## config.mk

```make
export PLATFORM = sky130hd
export DESIGN_NAME = lcd_expr_writer
export DESIGN_NICKNAME = d
export VERILOG_FILES = /design/src/rtl/lcd_expr_pkg.sv /design/src/rtl/lcd_expr_rom.sv /design/src/rtl/lcd_expr_writer.sv
export SDC_FILE = /design/constraint.sdc
export NUM_CORES = 1
export LEC_CHECK = 0
export ABC_AREA = 1
export BUFFER_PORTS_ARGS = -buffer_cell sky130_fd_sc_hd__buf_2
export CAP_MARGIN = 20
export CELL_PAD_IN_SITES_DETAIL_PLACEMENT = 2
export CELL_PAD_IN_SITES_GLOBAL_PLACEMENT = 2
export CORE_MARGIN = 5
export CORE_UTILIZATION = 35
export CTS_BUF_LIST = sky130_fd_sc_hd__clkbuf_8
export DETAILED_ROUTE_END_ITERATION = 7
export PLACE_DENSITY = 0.95
export SKIP_CTS_REPAIR_TIMING = 1
export SLEW_MARGIN = 10
export SYNTH_ARGS = -nofsm -noshare
export SYNTH_HDL_FRONTEND = slang
export SYNTH_HIERARCHICAL = 1
export SYNTH_SLANG_ARGS = --single-unit
```

## constraint.sdc

```tcl
create_clock -name iCLK -period 4 [get_ports iCLK]
set_input_delay 0 -clock iCLK [delete_from_list [all_inputs] [get_ports iCLK]]
set_output_delay 0 -clock iCLK [all_outputs]
set_load 0.01 [all_outputs]
```

## src/rtl/lcd_expr_pkg.sv

```systemverilog
// Shared constants, state encoding and character helpers for the LCD expression writer.
// LCD_EXPR_CLEAR_EN adds a display clear ahead of every redraw.
package lcd_expr_pkg;

    localparam logic [7:0] FUNC_SET = 8'h38;
    localparam logic [7:0] DISP_ON  = 8'h0C;
    localparam logic [7:0] CLEAR    = 8'h01;
    localparam logic [7:0] ENTRY    = 8'h06;
    localparam logic [7:0] HOME_L1  = 8'h80;

    localparam logic [8:0] CH_EQ = 9'h13D;
    localparam logic [8:0] CH_QM = 9'h13F;

    localparam logic [8:0] OP_CH [4] = '{9'h12B, 9'h12D, 9'h12A, 9'h12F};

`ifdef LCD_EXPR_CLEAR_EN
    localparam int REDRAW_LEN = 8;
`else
    localparam int REDRAW_LEN = 7;
`endif

    typedef enum logic [1:0] {
        S_LOAD,
        S_WAIT,
        S_GAP,
        S_IDLE
    } state_t;

    typedef struct packed {
        logic [3:0] a;
        logic [3:0] b;
        logic [1:0] op;
        logic [3:0] hi;
        logic [3:0] lo;
    } snap_t;

    function automatic logic [8:0] digit_char(input logic [3:0] d);
        return (d < 4'd10) ? (9'h130 + {5'd0, d}) : CH_QM;
    endfunction

endpackage

```

## src/rtl/lcd_expr_rom.sv

```systemverilog
// Combinational byte table: init commands or redraw bytes built from the snapshot.
// LCD_EXPR_CLEAR_EN shifts the redraw by one to send a clear first.
module lcd_expr_rom
    import lcd_expr_pkg::*;
(
    input  logic       init,
    input  logic [3:0] step,
    input  snap_t      snap,
    output logic [8:0] code
);

    logic [3:0] rd;

    always_comb begin
        code = '0;
        rd   = step;
`ifdef LCD_EXPR_CLEAR_EN
        rd   = step - 4'd1;
`endif
        if (init) begin
            case (step)
                4'd0:    code = {1'b0, FUNC_SET};
                4'd1:    code = {1'b0, DISP_ON};
                4'd2:    code = {1'b0, CLEAR};
                4'd3:    code = {1'b0, ENTRY};
                default: code = '0;
            endcase
        end else begin
            case (rd)
                4'd0:    code = {1'b0, HOME_L1};
                4'd1:    code = digit_char(snap.a);
                4'd2:    code = OP_CH[snap.op];
                4'd3:    code = digit_char(snap.b);
                4'd4:    code = CH_EQ;
                4'd5:    code = digit_char(snap.hi);
                4'd6:    code = digit_char(snap.lo);
                default: code = '0;
            endcase
`ifdef LCD_EXPR_CLEAR_EN
            if (step == 4'd0)
                code = {1'b0, CLEAR};
`endif
        end
    end

endmodule

```

## src/rtl/lcd_expr_writer.sv

```systemverilog
// Drives an LCD byte controller: init commands at power-up, then "a op b = rr" redraws.
// Define LCD_EXPR_CLEAR_EN to clear the display before each redraw.
module lcd_expr_writer
    import lcd_expr_pkg::*;
#(
    parameter logic [17:0] DLY_CYCLES = 18'h3FFFE,
    parameter int          INIT_BYTES = 4
) (
    input  logic       iCLK,
    input  logic       iRST,
    input  logic [3:0] iA,
    input  logic [3:0] iB,
    input  logic [1:0] iOP,
    input  logic [3:0] iRES_HI,
    input  logic [3:0] iRES_LO,
    input  logic       iUpdate,
    output logic [7:0] oLCD_DATA,
    output logic       oLCD_RS,
    output logic       oLCD_Start,
    input  logic       iLCD_Done,
    output logic       oBusy,
    output logic       oReady
);

    localparam logic [17:0] GAP_LAST  = DLY_CYCLES - 18'd1;
    localparam logic [3:0]  INIT_LAST = 4'(INIT_BYTES - 1);
    localparam logic [3:0]  DRAW_LAST = 4'(REDRAW_LEN - 1);

    state_t      state;
    logic [3:0]  step;
    logic [17:0] cnt;
    logic        pending;
    snap_t       snap;
    logic [8:0]  code;
    logic [3:0]  last_step;

    lcd_expr_rom u_rom (
        .init (!oReady),
        .step (step),
        .snap (snap),
        .code (code)
    );

    assign last_step = oReady ? DRAW_LAST : INIT_LAST;
    assign oBusy     = (state != S_IDLE);

    always_ff @(posedge iCLK) begin
        if (iRST) begin
            state      <= S_LOAD;
            step       <= '0;
            cnt        <= '0;
            pending    <= 1'b0;
            snap       <= '0;
            oLCD_DATA  <= '0;
            oLCD_RS    <= 1'b0;
            oLCD_Start <= 1'b0;
            oReady     <= 1'b0;
        end else begin
            // requests outside IDLE collapse into a single pending redraw
            if (iUpdate && state != S_IDLE)
                pending <= 1'b1;
            case (state)
                S_LOAD: begin
                    oLCD_DATA  <= code[7:0];
                    oLCD_RS    <= code[8];
                    oLCD_Start <= 1'b1;
                    state      <= S_WAIT;
                end
                S_WAIT: begin
                    if (iLCD_Done) begin
                        oLCD_Start <= 1'b0;
                        cnt        <= '0;
                        state      <= S_GAP;
                    end
                end
                S_GAP: begin
                    if (cnt == GAP_LAST) begin
                        if (step == last_step) begin
                            step   <= '0;
                            oReady <= 1'b1;
                            state  <= S_IDLE;
                        end else begin
                            step  <= step + 4'd1;
                            state <= S_LOAD;
                        end
                    end else begin
                        cnt <= cnt + 18'd1;
                    end
                end
                S_IDLE: begin
                    if (iUpdate || pending) begin
                        pending <= 1'b0;
                        snap    <= '{a: iA, b: iB, op: iOP,
                                     hi: iRES_HI, lo: iRES_LO};
                        state   <= S_LOAD;
                    end
                end
                default: state <= S_LOAD;
            endcase
        end
    end

endmodule

```

==> flow_metrics.py <==
metrics = {
    "worst_setup_path": {
        "r2r_cells": 8,
        "path_cells": "inv_1 > nand2_1 > inv_1 > nand2_4 > nand2_4 > nand2_1 > inv_1 > nor2_1",
        "rr_startpoint": "state[0]",
        "cp_common_cell": "inv_1",
        "endpoint_kind": "register",
        "crit_fanout": 21,
        "crit_type": "register to register",
        "required_ns": 4.23,
        "slowest_stage": "dfxtp_1",
        "cp-startpoint": "state[0]",
        "critPathLaunchType": "register",
        "cp_slowest_stage_delay_ns": 0.48,
        "reg2reg_to": "cnt[14]",
        "r2r_setup_slack_ns": 1.62,
        "worstPathArrival_ns": 2.61,
    },
    "yosys": {
        "yosys.area.top_type": "dfxtp_1",
        "synth_nets": 529,
        "ys_ff_latch": 54,
        "synth_area_mm2": 0.003143,
        "ys.flop_type": "dfxtp_1",
        "ys_warn_count": 6,
        "synthAdderAreaFrac_pct": 1.194,
        "synth_xor_area_share_pct": 1.115,
        "synth_compound_area_share_pct": 11.46,
        "seq_area_frac_synth_pct": 34.39,
        "synth_enable_flop_cells": 0,
        "synthMuxAreaShare_pct": 0,
        "synth.area.top_cells": "dfxtp_1 34%, nand2_1 14%, nor2_1 12%",
        "synth_cells": 504,
        "synth-simple-area-share_pct": 41.32,
        "synth.avg_cell_area_um2": 6.236,
        "synth_cell_types": 33,
        "async_reset_ff_share_pct": 0,
        "synth_top_family_by_area": "simple AND/OR/NAND/NOR gates",
        "synth_top_area_share_pct": 34.39,
    },
    "sta": {
        "final_min_period_over_clock_period_pct": 59.47,
        "setup_violations": 0,
        "fmax_mhz": 420.4,
        "tightest_slew_ns": 0.8259,
        "skew_ns": 0.005596,
        "min_period_ns": 2.379,
        "drv_slew": 0,
        "rsz0062_at_grt": "false",
        "fin_setup_tns_ns": 0,
        "slew_headroom_pct": 44.74,
        "hold_violations": 0,
    },
    "status": {
        "status": "finished, final reports clean",
    },
    "global_route": {
        "grt-ovfl-total": 0,
        "grtUsageTotal_pct": 21.96,
        "grt_pass1_wl_mm": 20.04,
        "antenna_found_initial": 0,
        "grt_max_degree": 38,
        "grt_pass1_vias": 3893,
    },
    "finish": {
        "fillers": 1056,
        "stdcell_count": 658,
        "diodes": 0,
        "final_area_mm2": 0.003674,
        "finalNetCount": 574,
        "area_growth_pct": 16.88,
        "ff_latch_area_mm2": 0.001081,
        "multi_input_area_mm2": 0.001735,
        "finish.utilization_pct": 42.12,
        "final_layout_size_suffix_gt1_share_pct": 11.82,
    },
    "clocking": {
        "tritoncts": "built",
        "clockBufferDepth": 2,
        "clkSinkCount": 54,
        "cts_max_level": 2,
        "cts_made_buffers": 5,
        "clk_pin_slew_ns": 0.11,
        "clkLatencyLatePin_ns": 0.33,
        "root_buffer": "clkbuf_8",
    },
    "power_and_ir_drop": {
        "vdd_drop_max_mv": 0.2025,
        "finalPower_mw": 1.880,
        "pwr_density_cell_mw_per_mm2": 511.7,
        "p_leak_nw": 1.649,
    },
    "placed_design": {
        "place_congestion": 0.8036,
        "place_inst": 630,
        "place_area_mm2": 0.003349,
        "place_hpwl_mm": 8.021,
        "portBuffers": 33,
    },
    "floorplan": {
        "core-area_mm2": 0.008721,
        "ios": 34,
        "num_rows": 34,
        "chipHeight_um": 104.8,
        "die_w_um": 104.8,
        "initial_utilization_pct": 36.04,
        "dieArea_mm2": 0.01098,
    },
    "route": {
        "ant_nets": 0,
        "vias": 3677,
        "routed_wl_mm": 15.41,
        "drt_iter0_drc": 142,
        "via_per_inst": 5.588,
        "route.detailed.drc": 0,
        "drtPass1Iterations": 4,
        "post_drt_wl_per_cell_um": 23.42,
    },
    "hold_path": {
        "hp-start": "iRST",
        "min_to": "cnt[3]",
        "min_path_cells": 2,
        "hp-class": "input port to register",
    },
    "run": {
        "cap_viol_max_count": 0,
    },
}
-- state kept, by name (all words and copies together), names as in the netlist --
signal / flops
oLCD_RS: 1
step: 4
snap: 18
oReady: 1
state: 2
oLCD_DATA: 8
pending: 1
oLCD_Start: 1
cnt: 18
-- cell families (layout without fill, tap and decap cells) --
family | Yosys count | after routing
AOI/OAI and AO/OA | 67 | 67
xor gates and xnor gates | 4 | 4
adders and majority gates | 3 | 3
buffers and inverters | 77 | 123
DFF | 54 | 54
other | 1 | 1
and+or+nand+nor | 298 | 298
-- per-stage QoR --
| stage | hold slack (ns) | setup slack (ns) |
|---|---|---|
| 3_5_place_dp | 0.2297 | 1.883 |
| 4_1_cts | -0.1003 | 1.686 |
| 6_report | 0.05363 | 1.621 |
| 3_3_place_gp | 0.2214 | 2.055 |
| 5_1_grt | 0.06779 | 1.446 |
| 2_1_floorplan | 0.06907 | 2.559 |
-- placed cells by master (no fill, tap or decap), types with 2 or more instances in the layout --
cell type	count
dfxtp_1	54
nand2_1	118
buf_2	33
nor3_1	3
nor2_4	3
nor2_2	7
nand2_4	2
nor2_1	101
inv_2	3
a21oi_1	15
ha_1	3
clkinv_1	3
nand4_1	5
xnor2_1	3
clkbuf_8	5
inv_1	58
o21bai_1	3
nand3_1	47
nand3b_1	2
nand3_2	2
a21o_1	3
dlygate4sd3_1	19
o21ai_0	43
nand2_2	6
-- worst max-delay path: cells and delay by family, from the launching register on --
family	cells	cell delay, ns
simple gates	5	1.31
buf+inv	3	0.50
flops	1	0.48
-- synthesized netlist by cell type (all sizes together), types with 2 or more instances --
master,n
o21ai,43
nor3,4
nand3,49
nand3b,2
a21o,3
o21bai,3
nand4,5
buf,7
clkbuf,8
clkinv,3
a21oi,16
ha,3
nor2,111
xnor2,3
inv,59
dfxtp,54
nand2,126
-- where the power goes --
| group | switching [mW] | internal [mW] |
|---|---|---|
| registers | 0.128 | 0.651 |
| logic | 0.517 | 0.188 |
| clock network | 0.213 | 0.183 |
| total | 0.857 | 1.02 |
-- routing by layer --
layer  wire [µm]  vias to the layer above  track usage [%]
met3         604                       50            3.206
met5           0                        -                0
met4         654                        0            5.845
li1            -                     1668                -
met2        8175                      133            41.86
met1        5976                     1826            25.25
-- area by class of cell --
type                    instances  area share, %
inverters                      62          6.335
flip-flops and latches         54          29.43
repair buffers                 53          10.42
clock inverters                 3          1.022
clock buffers                   5          1.873
multi-input cells             373          47.24
well taps                     108          3.678
-- worst max-delay path by stage --
stage,end,slack (ns)
finish,cnt[14],1.62
global route,cnt[14],1.45
floorplan,cnt[4],2.56
global placement,cnt[11],2.06
detailed placement,cnt[13],1.88
CTS,cnt[14],1.69
Note: power is estimated with default switching activity, not from simulation.
